### src/rtl/pll_seq_pkg.sv
// Shared types and constants for the PLL lock sequencer.
// Holds the FSM state encoding and the relock counter width.
package pll_seq_pkg;

  localparam int RELOCK_CNT_W = 8;

  typedef enum logic [2:0] {
    PLL_RST   = 3'd0,
    WAIT_LOCK = 3'd1,
    DEBOUNCE  = 3'd2,
    RUN       = 3'd3,
    FAULT     = 3'd4
  } state_t;

endpackage

### src/rtl/pll_lock_sequencer_sync_2ff.sv
// sync_2ff: generic 1-bit two-flop synchronizer, sync reset to 0.
// Ports: i_clk, i_rst (active high), i_d (async in), o_q (synced out).
module sync_2ff (
  input  logic i_clk,
  input  logic i_rst,
  input  logic i_d,
  output logic o_q
);

  logic r_meta;
  logic r_sync;

  always_ff @(posedge i_clk) begin
    if (i_rst) begin
      r_meta <= 1'b0;
      r_sync <= 1'b0;
    end else begin
      r_meta <= i_d;
      r_sync <= r_meta;
    end
  end

  assign o_q = r_sync;

endmodule

### src/rtl/pll_lock_sequencer.sv
// PLL bring-up/recovery sequencer on the free-running reference clock.
// Ports: clk_i, rst_i, pll_lock_i, restart_i -> pll_rst_o, sys_rst_o,
//   lock_stable_o, fault_o, relock_cnt_o[7:0], state_o[2:0].
module pll_lock_sequencer
  import pll_seq_pkg::*;
#(
  parameter int RST_CYCLES    = 16,
  parameter int LOCK_TIMEOUT  = 65536,
  parameter int STABLE_CYCLES = 1024,
  parameter int MAX_RETRIES   = 4
) (
  input  logic                    clk_i,
  input  logic                    rst_i,
  input  logic                    pll_lock_i,
  input  logic                    restart_i,
  output logic                    pll_rst_o,
  output logic                    sys_rst_o,
  output logic                    lock_stable_o,
  output logic                    fault_o,
  output logic [RELOCK_CNT_W-1:0] relock_cnt_o,
  output logic [2:0]              state_o
);

  localparam int RW = $clog2(RST_CYCLES + 1);
  localparam int TW = $clog2(LOCK_TIMEOUT + 1);
  localparam int SW = $clog2(STABLE_CYCLES + 1);
  localparam int YW = $clog2(MAX_RETRIES + 1);

  localparam logic [RW-1:0] RST_LAST  = RW'(RST_CYCLES - 1);
  localparam logic [TW-1:0] TO_LAST   = TW'(LOCK_TIMEOUT - 1);
  localparam logic [SW-1:0] STAB_LAST = SW'(STABLE_CYCLES - 1);
  localparam logic [YW-1:0] RETRY_MAX = YW'(MAX_RETRIES);

  state_t                  r_state;
  logic [RW-1:0]           r_rst_cnt;
  logic [TW-1:0]           r_to_cnt;
  logic [SW-1:0]           r_stab_cnt;
  logic [YW-1:0]           r_retry;
  logic [RELOCK_CNT_W-1:0] r_relock;

  logic r_pll_rst;
  logic r_sys_rst;
  logic r_stable;
  logic r_fault;

  logic          w_lock_s;
  logic          w_to_hit;
  logic [YW-1:0] w_retry_inc;

  sync_2ff u_lock_sync (
    .i_clk (clk_i),
    .i_rst (rst_i),
    .i_d   (pll_lock_i),
    .o_q   (w_lock_s)
  );

  assign w_to_hit    = (r_to_cnt == TO_LAST);
  assign w_retry_inc = r_retry + YW'(1);

  always_ff @(posedge clk_i) begin
    if (rst_i) begin
      r_state    <= PLL_RST;
      r_rst_cnt  <= '0;
      r_to_cnt   <= '0;
      r_stab_cnt <= '0;
      r_retry    <= '0;
      r_relock   <= '0;
    end else begin
      unique case (r_state)
        PLL_RST: begin
          // restart_i is ignored here: the pulse runs to completion
          if (r_rst_cnt == RST_LAST) begin
            r_state  <= WAIT_LOCK;
            r_to_cnt <= '0;
          end else begin
            r_rst_cnt <= r_rst_cnt + RW'(1);
          end
        end
        WAIT_LOCK, DEBOUNCE: begin
          if (restart_i) begin
            r_state   <= PLL_RST;
            r_rst_cnt <= '0;
            r_retry   <= '0;
          end else if (w_to_hit) begin
            r_retry   <= w_retry_inc;
            r_rst_cnt <= '0;
            r_state   <= (w_retry_inc == RETRY_MAX) ? FAULT : PLL_RST;
          end else begin
            // timeout is cumulative across chatter, never cleared here
            r_to_cnt <= r_to_cnt + TW'(1);
            if (r_state == WAIT_LOCK) begin
              if (w_lock_s) begin
                r_state    <= DEBOUNCE;
                r_stab_cnt <= '0;
              end
            end else if (!w_lock_s) begin
              r_state    <= WAIT_LOCK;
              r_stab_cnt <= '0;
            end else if (r_stab_cnt == STAB_LAST) begin
              r_state <= RUN;
              r_retry <= '0;
            end else begin
              r_stab_cnt <= r_stab_cnt + SW'(1);
            end
          end
        end
        RUN: begin
          if (restart_i || !w_lock_s) begin
            r_state   <= PLL_RST;
            r_rst_cnt <= '0;
          end
          if (restart_i) r_retry <= '0;
          if (!w_lock_s && (r_relock != '1))
            r_relock <= r_relock + RELOCK_CNT_W'(1);
        end
        FAULT: begin
          if (restart_i) begin
            r_state   <= PLL_RST;
            r_rst_cnt <= '0;
            r_retry   <= '0;
          end
        end
        default: begin
          r_state   <= PLL_RST;
          r_rst_cnt <= '0;
        end
      endcase
    end
  end

  // Output flops decode the current state, so they trail it by a cycle.
  always_ff @(posedge clk_i) begin
    if (rst_i) begin
      r_pll_rst <= 1'b1;
      r_sys_rst <= 1'b1;
      r_stable  <= 1'b0;
      r_fault   <= 1'b0;
    end else begin
      r_pll_rst <= (r_state == PLL_RST) || (r_state == FAULT);
      r_sys_rst <= (r_state != RUN);
      r_stable  <= (r_state == RUN);
      r_fault   <= (r_state == FAULT);
    end
  end

  assign pll_rst_o     = r_pll_rst;
  assign sys_rst_o     = r_sys_rst;
  assign lock_stable_o = r_stable;
  assign fault_o       = r_fault;
  assign relock_cnt_o  = r_relock;
  assign state_o       = r_state;

endmodule

### config.mk
export PLATFORM = sky130hd
export DESIGN_NAME = pll_lock_sequencer
export DESIGN_NICKNAME = d
export VERILOG_FILES = /design/src/rtl/pll_seq_pkg.sv /design/src/rtl/pll_lock_sequencer_sync_2ff.sv /design/src/rtl/pll_lock_sequencer.sv
export SDC_FILE = /design/constraint.sdc
export NUM_CORES = 1
export LEC_CHECK = 0
export CAP_MARGIN = 15
export CORE_MARGIN = 2
export CORE_UTILIZATION = 31
export CTS_CLUSTER_DIAMETER = 150
export DETAILED_ROUTE_END_ITERATION = 10
export PLACE_DENSITY_LB_ADDON = 0.05
export SYNTH_ARGS = -nofsm -noshare
export SYNTH_HDL_FRONTEND = slang
export SYNTH_HIERARCHICAL = 1
export SYNTH_SLANG_ARGS = --single-unit
export TNS_END_PERCENT = 5
### constraint.sdc
create_clock -name clk_i -period 3.9 [get_ports clk_i]
set_input_delay 0.78 -clock clk_i [delete_from_list [all_inputs] [get_ports clk_i]]
set_output_delay 0.78 -clock clk_i [all_outputs]
set_load 0.01 [all_outputs]
-- After elaboration in Yosys (flattened, before gate mapping)
Index checks and enable logic that the tools add are counted.
- multipliers: 0
- divide/modulo/power cells: 0
- reduce and logical (&&, ||, !) cells: 15
- add/subtract/negate cells: 5
- eq/ne operators: 25
- order comparisons: 0
- bitwise gates (word level): 2
- muxes and demuxes: 31
- shift-type cells: 0
- operator list (kind ; number):
    2-to-1 mux 17 bit ; 3
    2-to-1 mux 3 bit ; 15
    2-to-1 mux 11 bit ; 4
    one-hot mux 17 bit (2 select lines) ; 1
    2-to-1 mux 5 bit ; 5
    one-hot mux 5 bit (4 select lines) ; 1
    adder 17 x 1 -> 17 bit (second input constant) ; 1
    == test 17 x 16 -> 1 bit (second input constant) ; 1
    AND reduction 5 bit ; 3
    != test 2 bit (second input constant) ; 6
    one-hot mux 3 bit (4 select lines) ; 1
    adder 11 x 1 -> 11 bit (second input constant) ; 1
    == test 11 x 10 -> 1 bit (second input constant) ; 1
    adder 8 x 1 -> 8 bit (second input constant) ; 1
    != test 4 bit (second input constant) ; 2
    != test 8 bit (second input constant) ; 1
    AND reduction 4 bit ; 2
    == test 3 x 2 -> 1 bit (second input constant) ; 2
    == test 3 bit (second input constant) ; 2
    != test 3 bit (second input constant) ; 2
    != test 6 bit (second input constant) ; 1
    one-hot mux 3 bit (2 select lines) ; 1
    adder 5 x 1 -> 5 bit (second input constant) ; 1
    == test 5 x 4 -> 1 bit (second input constant) ; 1
    14 further kinds ; 19
- ROM bits: 0
- logic and storage cells: 90
- bits in latches: 0
- input port bits: 4
- output and inout port bits: 15
- bits in writable memories: 0
- memories: 0
- register bits: 53

-- Depth between registers and ports, before layout
- depth in word-level cells: 7
- gate-level depth with buffers: 12
- gate-level depth less buffers: 10

-- Hierarchy
Netlist, hierarchy kept.
- by module, submodules not included (module ; area each (um2) ; cells each ; times used):
    pll_lock_sequencer ; 2621.3 ; 304 ; 1
    sync_2ff ; 52.6 ; 4 ; 1

-- Least setup slack after synthesis
OpenSTA, ideal clock, no wires.
- path type: reg2reg
- from: register r_to_cnt[0]
- to: register r_rst_cnt[0]
- slack: 1612 ps
- path buffers: 1
- setup time: 58 ps
- cell stages (with the launch flop): 11
- period minus slack after synthesis: 2288 ps
- arrival: 2231 ps
- cells stage by stage: dfxtp_1 > ha_1 > and2_1 > nand2_1 > nor3_1 > ha_1 > buf_4 > or4b_1 > a311oi_2 > o21bai_2 > mux2_2
- longest elaborated chain between the ends: 3
- ends and longest elaborated chain (element ; line ; source):
    start, declared ; pll_lock_sequencer.sv:36 ; logic [TW-1:0] r_to_cnt;
    start signal, assigned ; pll_lock_sequencer.sv:90 ; r_to_cnt <= r_to_cnt + TW'(1);
    == test 17 x 16 -> 1 bit ; pll_lock_sequencer.sv:57 ; assign w_to_hit = (r_to_cnt == TO_LAST);
    != test 3 bit (no line) ; n/a ;
    AND reduction 4 bit (no line) ; n/a ;
    end signal, assigned ; pll_lock_sequencer.sv:76 ; r_rst_cnt <= r_rst_cnt + RW'(1);
    end, declared ; pll_lock_sequencer.sv:35 ; logic [RW-1:0] r_rst_cnt;
Every way passes these cells.
A chain may end at the register's enable or synchronous reset.

-- Worst setup path after layout
- from: register r_to_cnt[3]
- to: register r_to_cnt[9]
- longest elaborated chain between the ends: 4
- elaborated cells between the ends (all ways): 7
- ends and longest elaborated chain (element ; line ; source):
    adder 17 x 1 -> 17 bit ; pll_lock_sequencer.sv:90 ;
    2-to-1 mux 17 bit ; pll_lock_sequencer.sv:84 ; end else if (w_to_hit) begin
    2-to-1 mux 17 bit ; pll_lock_sequencer.sv:80 ; if (restart_i) begin
    one-hot mux 17 bit (2 select lines) ; pll_lock_sequencer.sv:69 ; unique case (r_state)
Several ways; a longest one is shown, not always the timed one. The select of a mux whose other input is x is not followed.

==> metrics.csv <==
metric,value,unit
syn_avg_cell_area,8.68,um^2
hold_buffers,0,
root_buffer,clkbuf_8,
maxCapViolations,0,
power.leakage,0.972,nW
final.min_clock_period,2.73,ns
num_io_pins,19,
crit_type,flip-flop to flip-flop,
path_clk_slew,0.10,ns
final_common_cell,dfxtp_1,
totalWireLength,5830,um
vias,2187,
post_cts_buffers,0,
power_density,349,nW/um^2
drv_slew,0,
row_count,33,
syn_nets,320,
min_period_over_period,70.0,%
die-width,96.9,um
yosys_warnings,6,
design.die.area,9380,um^2
ys_ff_latch,53,
drtIter0Drc,76,
fin_nets,336,
grt_pass1_vias,2068,
drive_gt1_share,7.69,%
netlist_area,2670,um^2
synth-edff-count,0,
finalHoldViolCount,0,
wl_per_cell,13.6,um
ys_seq_area_share,39.7,%
hold_depth,1,
utilization,36.5,%
finalSetupTns,0,ns
crit_fanout,20,
skew,0.0141,ns
fmax,366,MHz
synth_ff_type,dfxtp_1,
drc,0,
synth_cell_types,57,
start_kind,flip-flop,
crit_path_end_kind,flip-flop,
clock-sinks,53,
io_buffers,18,
rr_worst_depth,10,
async_flop_share,0,%
fin_area,3030,um^2
cp.required,4.09,ns
grt.total_usage,12.6,%
worst_hold_slack,0.444,ns
tightest_slew,0.646,ns
syn_inst,308,
dieHeight,96.9,um
clock_latency,0.31,ns
cp.arrival,2.92,ns
final_cell_mix,"dfxtp_1 (53), nor2_1 (44), nand2_1 (23), xnor2_1 (18), clkdlybuf4s50_1 (18)",
cts_max_level,2,
start_util,32.2,%
viasPerCell,5.09,
grt_overflow,0,
cts_buffer_depth,2,
coreArea,8300,um^2
place_area,2950,um^2
relSlewSlack,56.9,%
finalWeightedCongestion,0.707,
diodes,0,
hp-class,flip-flop to flip-flop,
peakVddDrop,0.000132,V
post_cts_resized,0,
antenna_found_initial,0,
grt_max_degree,22,
ant_nets,0,
area_growth,13.3,%
rsz0062_at_grt,no,
numCtsBuffers,5,
first_pass_iters,4,
cts_tree,done,
place_hpwl,4100,um
setup_viol,0,
outcome,finished clean,
grt_pass1_wl,9960,um
-- Yosys cell counts, types with 3 or more instances --
cell      count  area [um^2]
nor4_1        4         25.0
nor2b_1       6         37.5
inv_1        13         48.8
a21oi_1       8         40.0
o21ai_0      12         60.1
xnor2_1      18          158
nand4_1       9         56.3
xor2_1        8         70.1
o31ai_1       5         37.5
dfxtp_1      53         1060
and2_1        3         18.8
ha_1          8          100
nor3_1       14         70.1
buf_2         5         25.0
nand3_1      17         85.1
nand2_1      23         86.3
and3_1        6         37.5
nor2_1       44          165
or3_1         3         18.8
clkbuf_1      3         11.3
nand3b_1      3         22.5
-- kinds of logic after synthesis --
kind of cell	after synthesis	synth area share, %
xor+xnor	26	8.52
flops	53	39.7
compound gates	47	13.3
simple gates	147	29.7
fa+ha+maj	8	3.74
buf+inv	25	4.30
mux	2	0.795
-- final cells by class --
cell class	count	area [um^2]
Timing Repair Buffer	20	195
Multi-Input combinational cell	230	1510
Inverter	14	52.6
Sequential cell	53	1060
Clock buffer	7	76.3
Fill cell	871	5270
Tap cell	105	131
Clock inverter	1	7.51
-- routing by layer --
| layer | wire [um] | track usage [%] | part of all wire [%] |
|---|---|---|---|
| met4 | 74 | 3.90 | 1.3 |
| met2 | 2680 | 20.5 | 46 |
| met3 | 140 | 2.75 | 2.4 |
| met1 | 2940 | 16.8 | 50 |
| met5 | 0 | 0 | 0 |
-- state kept, by name, indices dropped and copies added, names as in the netlist --
register	flops
r_retry	3
u_lock_sync/o_q	1
pll_rst_o	1
state_o	3
lock_stable_o	1
relock_cnt_o	8
r_stab_cnt	11
u_lock_sync/r_meta	1
r_to_cnt	17
fault_o	1
sys_rst_o	1
r_rst_cnt	5
-- final timing paths --
kind	slack [ns]	endpoint	from
max	1.17	r_to_cnt[9]	r_to_cnt[3]
min	0.44	u_lock_sync/o_q	u_lock_sync/r_meta
max reg2reg	1.17	r_to_cnt[9]	r_to_cnt[3]
min reg2reg	0.44	u_lock_sync/o_q	u_lock_sync/r_meta
-- metrics by stage --
| step | instances | power (mW) | setup WS (ns) |
|---|---|---|---|
| after floorplan | 308 | 0.723 | 1.61 |
| after global placement | 422 | 0.763 | 1.18 |
| after detailed placement | 422 | 0.762 | 1.13 |
| after CTS | 430 | 1.09 | 1.15 |
| after global routing | 430 | 1.12 | 0.836 |
| final | 430 | 1.06 | 1.17 |
-- power by group --
| group | switching, mW | internal (mW) |
|---|---|---|
| Clock | 0.184 | 0.128 |
| Sequential | 0.0337 | 0.561 |
| Combinational | 0.0855 | 0.0668 |
| Total | 0.303 | 0.755 |
-- worst max-delay path, stage by stage, from the launching register on --
cell	delay [ns]
dfxtp_1	0.41
and4_1	0.25
nand3_1	0.22
nor3_1	0.26
ha_1	0.47
nor3b_1	0.13
o311ai_2	0.27
buf_4	0.29
nor3_1	0.10
xnor2_1	0.16
nor2_1	0.05
No activity file was read; power rests on OpenSTA's default activity.
